`config.mk`:
```
export PLATFORM = sky130hd
export DESIGN_NAME = tone_gen
export DESIGN_NICKNAME = d
export VERILOG_FILES = /design/src/rtl/sound_pkg.sv /design/src/rtl/tone_period_counter.sv /design/src/rtl/tone_gen.sv
export SDC_FILE = /design/constraint.sdc
export NUM_CORES = 1
export LEC_CHECK = 0
export BUFFER_PORTS_ARGS = -buffer_cell sky130_fd_sc_hd__clkbuf_2
export CORE_UTILIZATION = 60
export DETAILED_ROUTE_END_ITERATION = 6
export PLACE_DENSITY = 0.79
export SLEW_MARGIN = 15
export SYNTH_ARGS = -nofsm -noshare
export SYNTH_HDL_FRONTEND = slang
export SYNTH_SLANG_ARGS = --single-unit
export TNS_END_PERCENT = 100
```
`constraint.sdc`:
```
create_clock -name clk -period 12 [get_ports clk]
set_input_delay 0 -clock clk [delete_from_list [all_inputs] [get_ports clk]]
set_output_delay 0 -clock clk [all_outputs]
set_load 0.05 [all_outputs]
```
`src/rtl/sound_pkg.sv`:
```
// rtl/sound_pkg.sv - shared constants and types for the sound blocks
//
// Purpose: counter width, shortest audible period, note periods (in clk
// cycles) used by the melody sequencer, and the tone generator state type.
package sound_pkg;

  localparam int CNT_W      = 22;
  localparam int MIN_PERIOD = 4;

  localparam logic [CNT_W-1:0] NOTE_DO      = 22'd191571;
  localparam logic [CNT_W-1:0] NOTE_RE      = 22'd170648;
  localparam logic [CNT_W-1:0] NOTE_MI      = 22'd151515;
  localparam logic [CNT_W-1:0] NOTE_FA      = 22'd143266;
  localparam logic [CNT_W-1:0] NOTE_SO      = 22'd127551;
  localparam logic [CNT_W-1:0] NOTE_LA      = 22'd113636;
  localparam logic [CNT_W-1:0] NOTE_SI      = 22'd101215;
  localparam logic [CNT_W-1:0] NOTE_HIGH_DO = 22'd95420;

  typedef enum logic [1:0] {
    IDLE,
    RUN,
    DRAIN
  } tone_state_e;

endpackage

```
`src/rtl/tone_period_counter.sv`:
```
// rtl/tone_period_counter.sv - period counter with load and terminal pulse
//
// Purpose: counts 0 .. load_val_i-1 and wraps while enabled; load_i forces
// the next value to 0. cnt_next_o exposes the value the counter takes on the
// coming edge so the owner can register outputs from next-state values.
// Ports:
//   clk, rst     clock, asynchronous active-high reset
//   load_i       restart at 0 on the next edge
//   enable_i     advance the count
//   load_val_i   period length in clk cycles
//   cnt_o        current count
//   cnt_next_o   count after the next edge
//   terminal_o   high while counting and cnt_o == load_val_i-1
module tone_period_counter #(
  parameter int CNT_W = 22
) (
  input  logic             clk,
  input  logic             rst,
  input  logic             load_i,
  input  logic             enable_i,
  input  logic [CNT_W-1:0] load_val_i,
  output logic [CNT_W-1:0] cnt_o,
  output logic [CNT_W-1:0] cnt_next_o,
  output logic             terminal_o
);

  localparam logic [CNT_W-1:0] ONE = CNT_W'(1);

  logic [CNT_W-1:0] cnt_q;
  logic [CNT_W-1:0] cnt_d;

  assign terminal_o = enable_i && (cnt_q == load_val_i - ONE);

  always_comb begin
    cnt_d = cnt_q;
    if (load_i) begin
      cnt_d = '0;
    end else if (enable_i) begin
      cnt_d = terminal_o ? '0 : cnt_q + ONE;
    end
  end

  always_ff @(posedge clk or posedge rst) begin
    if (rst) begin
      cnt_q <= '0;
    end else begin
      cnt_q <= cnt_d;
    end
  end

  assign cnt_o      = cnt_q;
  assign cnt_next_o = cnt_d;

endmodule

```
`src/rtl/tone_gen.sv`:
```
// rtl/tone_gen.sv - glitch-free square-wave buzzer driver with duty volume
//
// Purpose: plays a square wave of period `pitch` clk cycles with high time
// (pitch*volume)>>5. Pitch and volume are latched only at period boundaries;
// dropping `en` lets the current period finish before going silent.
// Ports:
//   clk, rst     clock, asynchronous active-high reset
//   en           tone request from the sequencer
//   pitch        full period in clk cycles (below MIN_PERIOD = silence)
//   volume       duty control, 0 = mute
//   spk_out      registered square wave
//   active       high while a tone (or its draining period) is playing
//   period_done  one-cycle pulse on the last cycle of each period
//   cur_pitch    latched period, 0 when idle
module tone_gen #(
  parameter int CNT_W      = sound_pkg::CNT_W,
  parameter int VOL_W      = 4,
  parameter int MIN_PERIOD = sound_pkg::MIN_PERIOD
) (
  input  logic             clk,
  input  logic             rst,
  input  logic             en,
  input  logic [CNT_W-1:0] pitch,
  input  logic [VOL_W-1:0] volume,
  output logic             spk_out,
  output logic             active,
  output logic             period_done,
  output logic [CNT_W-1:0] cur_pitch
);

  import sound_pkg::*;

  localparam int               PW    = CNT_W + VOL_W;
  localparam logic [CNT_W-1:0] ONE   = CNT_W'(1);
  localparam logic [CNT_W-1:0] MIN_P = CNT_W'(MIN_PERIOD);

  tone_state_e      state_q, state_d;
  logic [CNT_W-1:0] pitch_lat_q, pitch_lat_d;
  logic [CNT_W-1:0] hi_lat_q, hi_lat_d;
  logic             spk_q, spk_d;
  logic             active_q, active_d;
  logic             pd_q, pd_d;

  logic             load;
  logic             terminal;
  logic [CNT_W-1:0] cnt;
  logic [CNT_W-1:0] cnt_next;

  logic [PW-1:0]    prod;
  logic [PW-1:0]    prod_sh;
  logic [CNT_W-1:0] hi_time;
  logic             valid;

  // Full-width product, then /32 and truncate: volume 15 gives 15/32 duty.
  assign prod    = {{VOL_W{1'b0}}, pitch} * {{CNT_W{1'b0}}, volume};
  assign prod_sh = prod >> 5;
  assign hi_time = prod_sh[CNT_W-1:0];
  assign valid   = (pitch >= MIN_P);

  tone_period_counter #(
    .CNT_W(CNT_W)
  ) u_cnt (
    .clk       (clk),
    .rst       (rst),
    .load_i    (load),
    .enable_i  (state_q != IDLE),
    .load_val_i(pitch_lat_q),
    .cnt_o     (cnt),
    .cnt_next_o(cnt_next),
    .terminal_o(terminal)
  );

  // Next-state: new settings are accepted only from IDLE or on the last
  // cycle of a period, so a running period is never cut short.
  always_comb begin
    state_d     = state_q;
    pitch_lat_d = pitch_lat_q;
    hi_lat_d    = hi_lat_q;
    load        = 1'b0;
    unique case (state_q)
      IDLE: begin
        if (en && valid) begin
          load        = 1'b1;
          pitch_lat_d = pitch;
          hi_lat_d    = hi_time;
          state_d     = RUN;
        end
      end
      RUN, DRAIN: begin
        if (terminal) begin
          if (en && valid) begin
            load        = 1'b1;
            pitch_lat_d = pitch;
            hi_lat_d    = hi_time;
            state_d     = RUN;
          end else begin
            // Clearing the latches keeps cur_pitch at 0 while idle.
            pitch_lat_d = '0;
            hi_lat_d    = '0;
            state_d     = IDLE;
          end
        end else if (state_q == RUN && !en) begin
          state_d = DRAIN;
        end
      end
      default: begin
        state_d = IDLE;
      end
    endcase
  end

  // Outputs are computed from the next count and latches, then registered.
  always_comb begin
    active_d = (state_d != IDLE);
    spk_d    = active_d && (cnt_next < hi_lat_d);
    pd_d     = active_d && (cnt_next == pitch_lat_d - ONE);
  end

  always_ff @(posedge clk or posedge rst) begin
    if (rst) begin
      state_q     <= IDLE;
      pitch_lat_q <= '0;
      hi_lat_q    <= '0;
      spk_q       <= 1'b0;
      active_q    <= 1'b0;
      pd_q        <= 1'b0;
    end else begin
      state_q     <= state_d;
      pitch_lat_q <= pitch_lat_d;
      hi_lat_q    <= hi_lat_d;
      spk_q       <= spk_d;
      active_q    <= active_d;
      pd_q        <= pd_d;
    end
  end

  assign spk_out     = spk_q;
  assign active      = active_q;
  assign period_done = pd_q;
  assign cur_pitch   = pitch_lat_q;

endmodule

```
==> flow_summary.toml <==
[status]
status = "finished clean"

[worst_setup_path]
start_kind = "register"
cp-end-kind = "register"
r2r_cells = 19
r2r_end = "period_done"
reg2reg_from = "cur_pitch[0]"
path_max_fanout = 50
path_class = "reg2reg"
crit_required_ns = 12.24
arrival_ns = 6.42
crit_start = "cur_pitch[0]"
ff2ff_setup_slack_ns = 5.82

[route]
antenna_left = 0
wl_per_cell_um = 18.3
met2WireLength_um = 9220
drtIter0Drc = 584
totalWireLength_um = 20600
highest_layer = "met4"
viasPerCell = 6.06
num_vias = 6827
first_pass_iters = 6
drc_errors = 0
met1Wirelength_um = 9270
routed-wl-met3_um = 1140

[timing]
fmax_mhz = 162
rsz0062_at_grt = "false"
worst_pin_slew_ns = 0.940
period_needed_ns = 6.18
final-max-slew-violation-count = 0
max_slew_margin_pct = 36.5
setup_viol = 0
setup_tns_ns = 0
fin_skew_ns = 0.00713
hold_violations = 0
finalCritPeriodShare_pct = 51.5

[power_and_ir_drop]
power.leakage_nw = 4.19
powerDensity_nw_per_um2 = 226
max-vdd-ir-drop_mv = 0.101

[clock_network]
clk_latency_ns = 0.34
cts_setup_buffers = 0
cts_resized = 0
cts.clk_slew.worst_paths_ns = 0.05
cts_max_level = 3
clock-sinks = 71
clk_path_buf_depth = 2
cts_tree = "yes"
hold_buffers = 1
numCtsBuffers = 9
cts_root_buffer = "clkbuf_16"

[cells_and_area]
diodes = 0
drive_gt1_share_pct = 10.3
final-seq-area_um2 = 1780
area_growth_pct = 8.97
final_common_cell = "inv_1"
mostFrequentLayoutCells = "inv_1, nand2_1, dfrtp_1"
fin_cells = 1126
layout.nets = 1073
multi_input_area_um2 = 5420
fillers = 1094

[global_route]
grt_pass1_wl_um = 33500
grt_pass1_vias = 6435
antenna_found_initial = 0
grt_use_total_pct = 33.0
gr-total-overflow = 0
grt_max_degree = 72

[synth]
postSynthCellCount = 916
seq_area_frac_synth_pct = 22.8
ys_seq_elements = 71
syn_area_um2 = 7790
avgSynthCellArea_um2 = 8.50
synthArstFlopShare_pct = 100
synth_cell_types = 80
synth_edf_count = 0
synth_warnings = 0
syn_nets = 1039
ys.flop_type = "dfrtp_1"

[place]
place_inst = 1110
io_buffers = 53
gp_congestion = 0.973
detailed_place_hpwl_um = 16300

[worst_hold_path]
holdCritPathClass = "in2reg"
holdPathStages = 3
hold_end = "cur_pitch[1]"
min_from = "pitch[1]"

[die]
core_um2 = 12600
boundaryPins = 54
rows = 41
start_util_pct = 61.7
die_y_um = 116
dieArea_um2 = 13400
die_w_um = 116

[run]
cap_violations = 0
==> worst max path at each step <==
stage | cells past startpoint | to
after floorplan | 23 | period_done
after global placement | 19 | period_done
after detailed placement | 19 | period_done
after CTS | 19 | period_done
after global routing | 19 | period_done
final | 19 | period_done
==> cell families (layout without fill, tap and decap cells) <==
family	Yosys count	in the layout	share of synthesized area, %
fa+ha+maj	94	94	18.9
mux	8	8	1.21
simple gates	346	346	23.8
xor+xnor	85	85	9.56
flops	71	71	22.8
buf+inv	146	184	7.60
compound gates	166	166	16.2
==> metal layers <==
| layer | GRT usage, % | up-vias |
|---|---|---|
| li1 | - | 3256 |
| met4 | 15.7 | 0 |
| met1 | 46.7 | 3261 |
| met3 | 3.66 | 60 |
| met5 | 0 | - |
| met2 | 50.6 | 250 |
==> power by group <==
part | leakage, nW | internal, mW | switching [mW]
combinational | 3.08 | 0.443 | 0.772
clock | 0.169 | 0.213 | 0.0999
sequential | 0.941 | 0.304 | 0.0894
total | 4.19 | 0.960 | 0.962
==> flip-flops by register name, summed over array words and instances, names as in the netlist <==
name and count:
active 1, spk_out 1, period_done 1, hi_lat_q 22, u_cnt.cnt_o 22, state_q 2, cur_pitch 22
==> area by class of cell <==
type / count / share of cell area, %
timing repair buffer: 59 / 3.69
inverter: 110 / 4.87
multi-input combinational: 699 / 63.9
clock buffer: 12 / 3.02
sequential: 71 / 20.9
tap: 172 / 2.54
clock inverter: 3 / 1.06
==> synth_stat cells (3+ instances only) <==
library cell	count	area [um2]
inv_1	110	413
nand2_1	76	285
dfrtp_1	71	1780
nor2_1	64	240
and2_1	58	363
ha_1	55	688
xnor2_1	49	429
fa_1	39	781
xor2_1	36	315
a22oi_1	30	225
nand3_1	25	125
nor3_1	25	125
o21ai_0	20	100
clkbuf_1	19	71.3
a21oi_1	18	90.1
a22o_1	17	149
nand4_1	14	87.6
and3_1	11	68.8
nor4_1	11	68.8
nor2b_1	10	62.6
a21o_1	9	67.6
or3_1	9	56.3
buf_2	8	40.0
nand2b_1	8	50.1
o21a_1	8	60.1
or4_1	8	60.1
a31oi_1	7	43.8
o211ai_1	7	52.6
mux2i_1	6	60.1
o22ai_1	5	31.3
and4_1	4	35.0
buf_1	4	15.0
buf_6	4	45.0
nand4b_1	4	35.0
o2111ai_1	3	26.3
o211a_1	3	30.0
o31a_1	3	26.3
o31ai_1	3	22.5
or2_2	3	18.8
==> stage by stage <==
stage                     util, %  hold WS (ns)  total power, mW  instance area, um2  worst slack [ns]
final                        67.2        0.0163             1.92                8490              5.82
after global routing         67.2        0.0362             2.06                8490              5.48
after CTS                    67.2       0.00262             1.91                8490              5.89
after detailed placement     64.4         0.320             1.59                8130              5.92
after global placement       64.4         0.316             1.57                8130              6.15
after floorplan                 -         0.117             1.32                7790              6.00
==> critical path, cell delays in order, from the launching register on <==
cell      delay, ns
dfrtp_1        0.48
inv_1          0.10
ha_1           0.20
nor3b_1        0.69
nand4b_1       0.22
or3_1          0.36
a22oi_1        0.24
o2111a_2       0.32
a31oi_2        0.17
or2_2          0.33
buf_4          0.29
a22oi_1        0.39
ha_1           0.29
o2111a_1       0.22
o2111a_2       0.32
nand4b_1       0.14
xor2_1         0.17
or4_1          0.53
a2111o_1       0.37
nor4_2         0.24
Note: power is estimated with default switching activity, not from simulation.
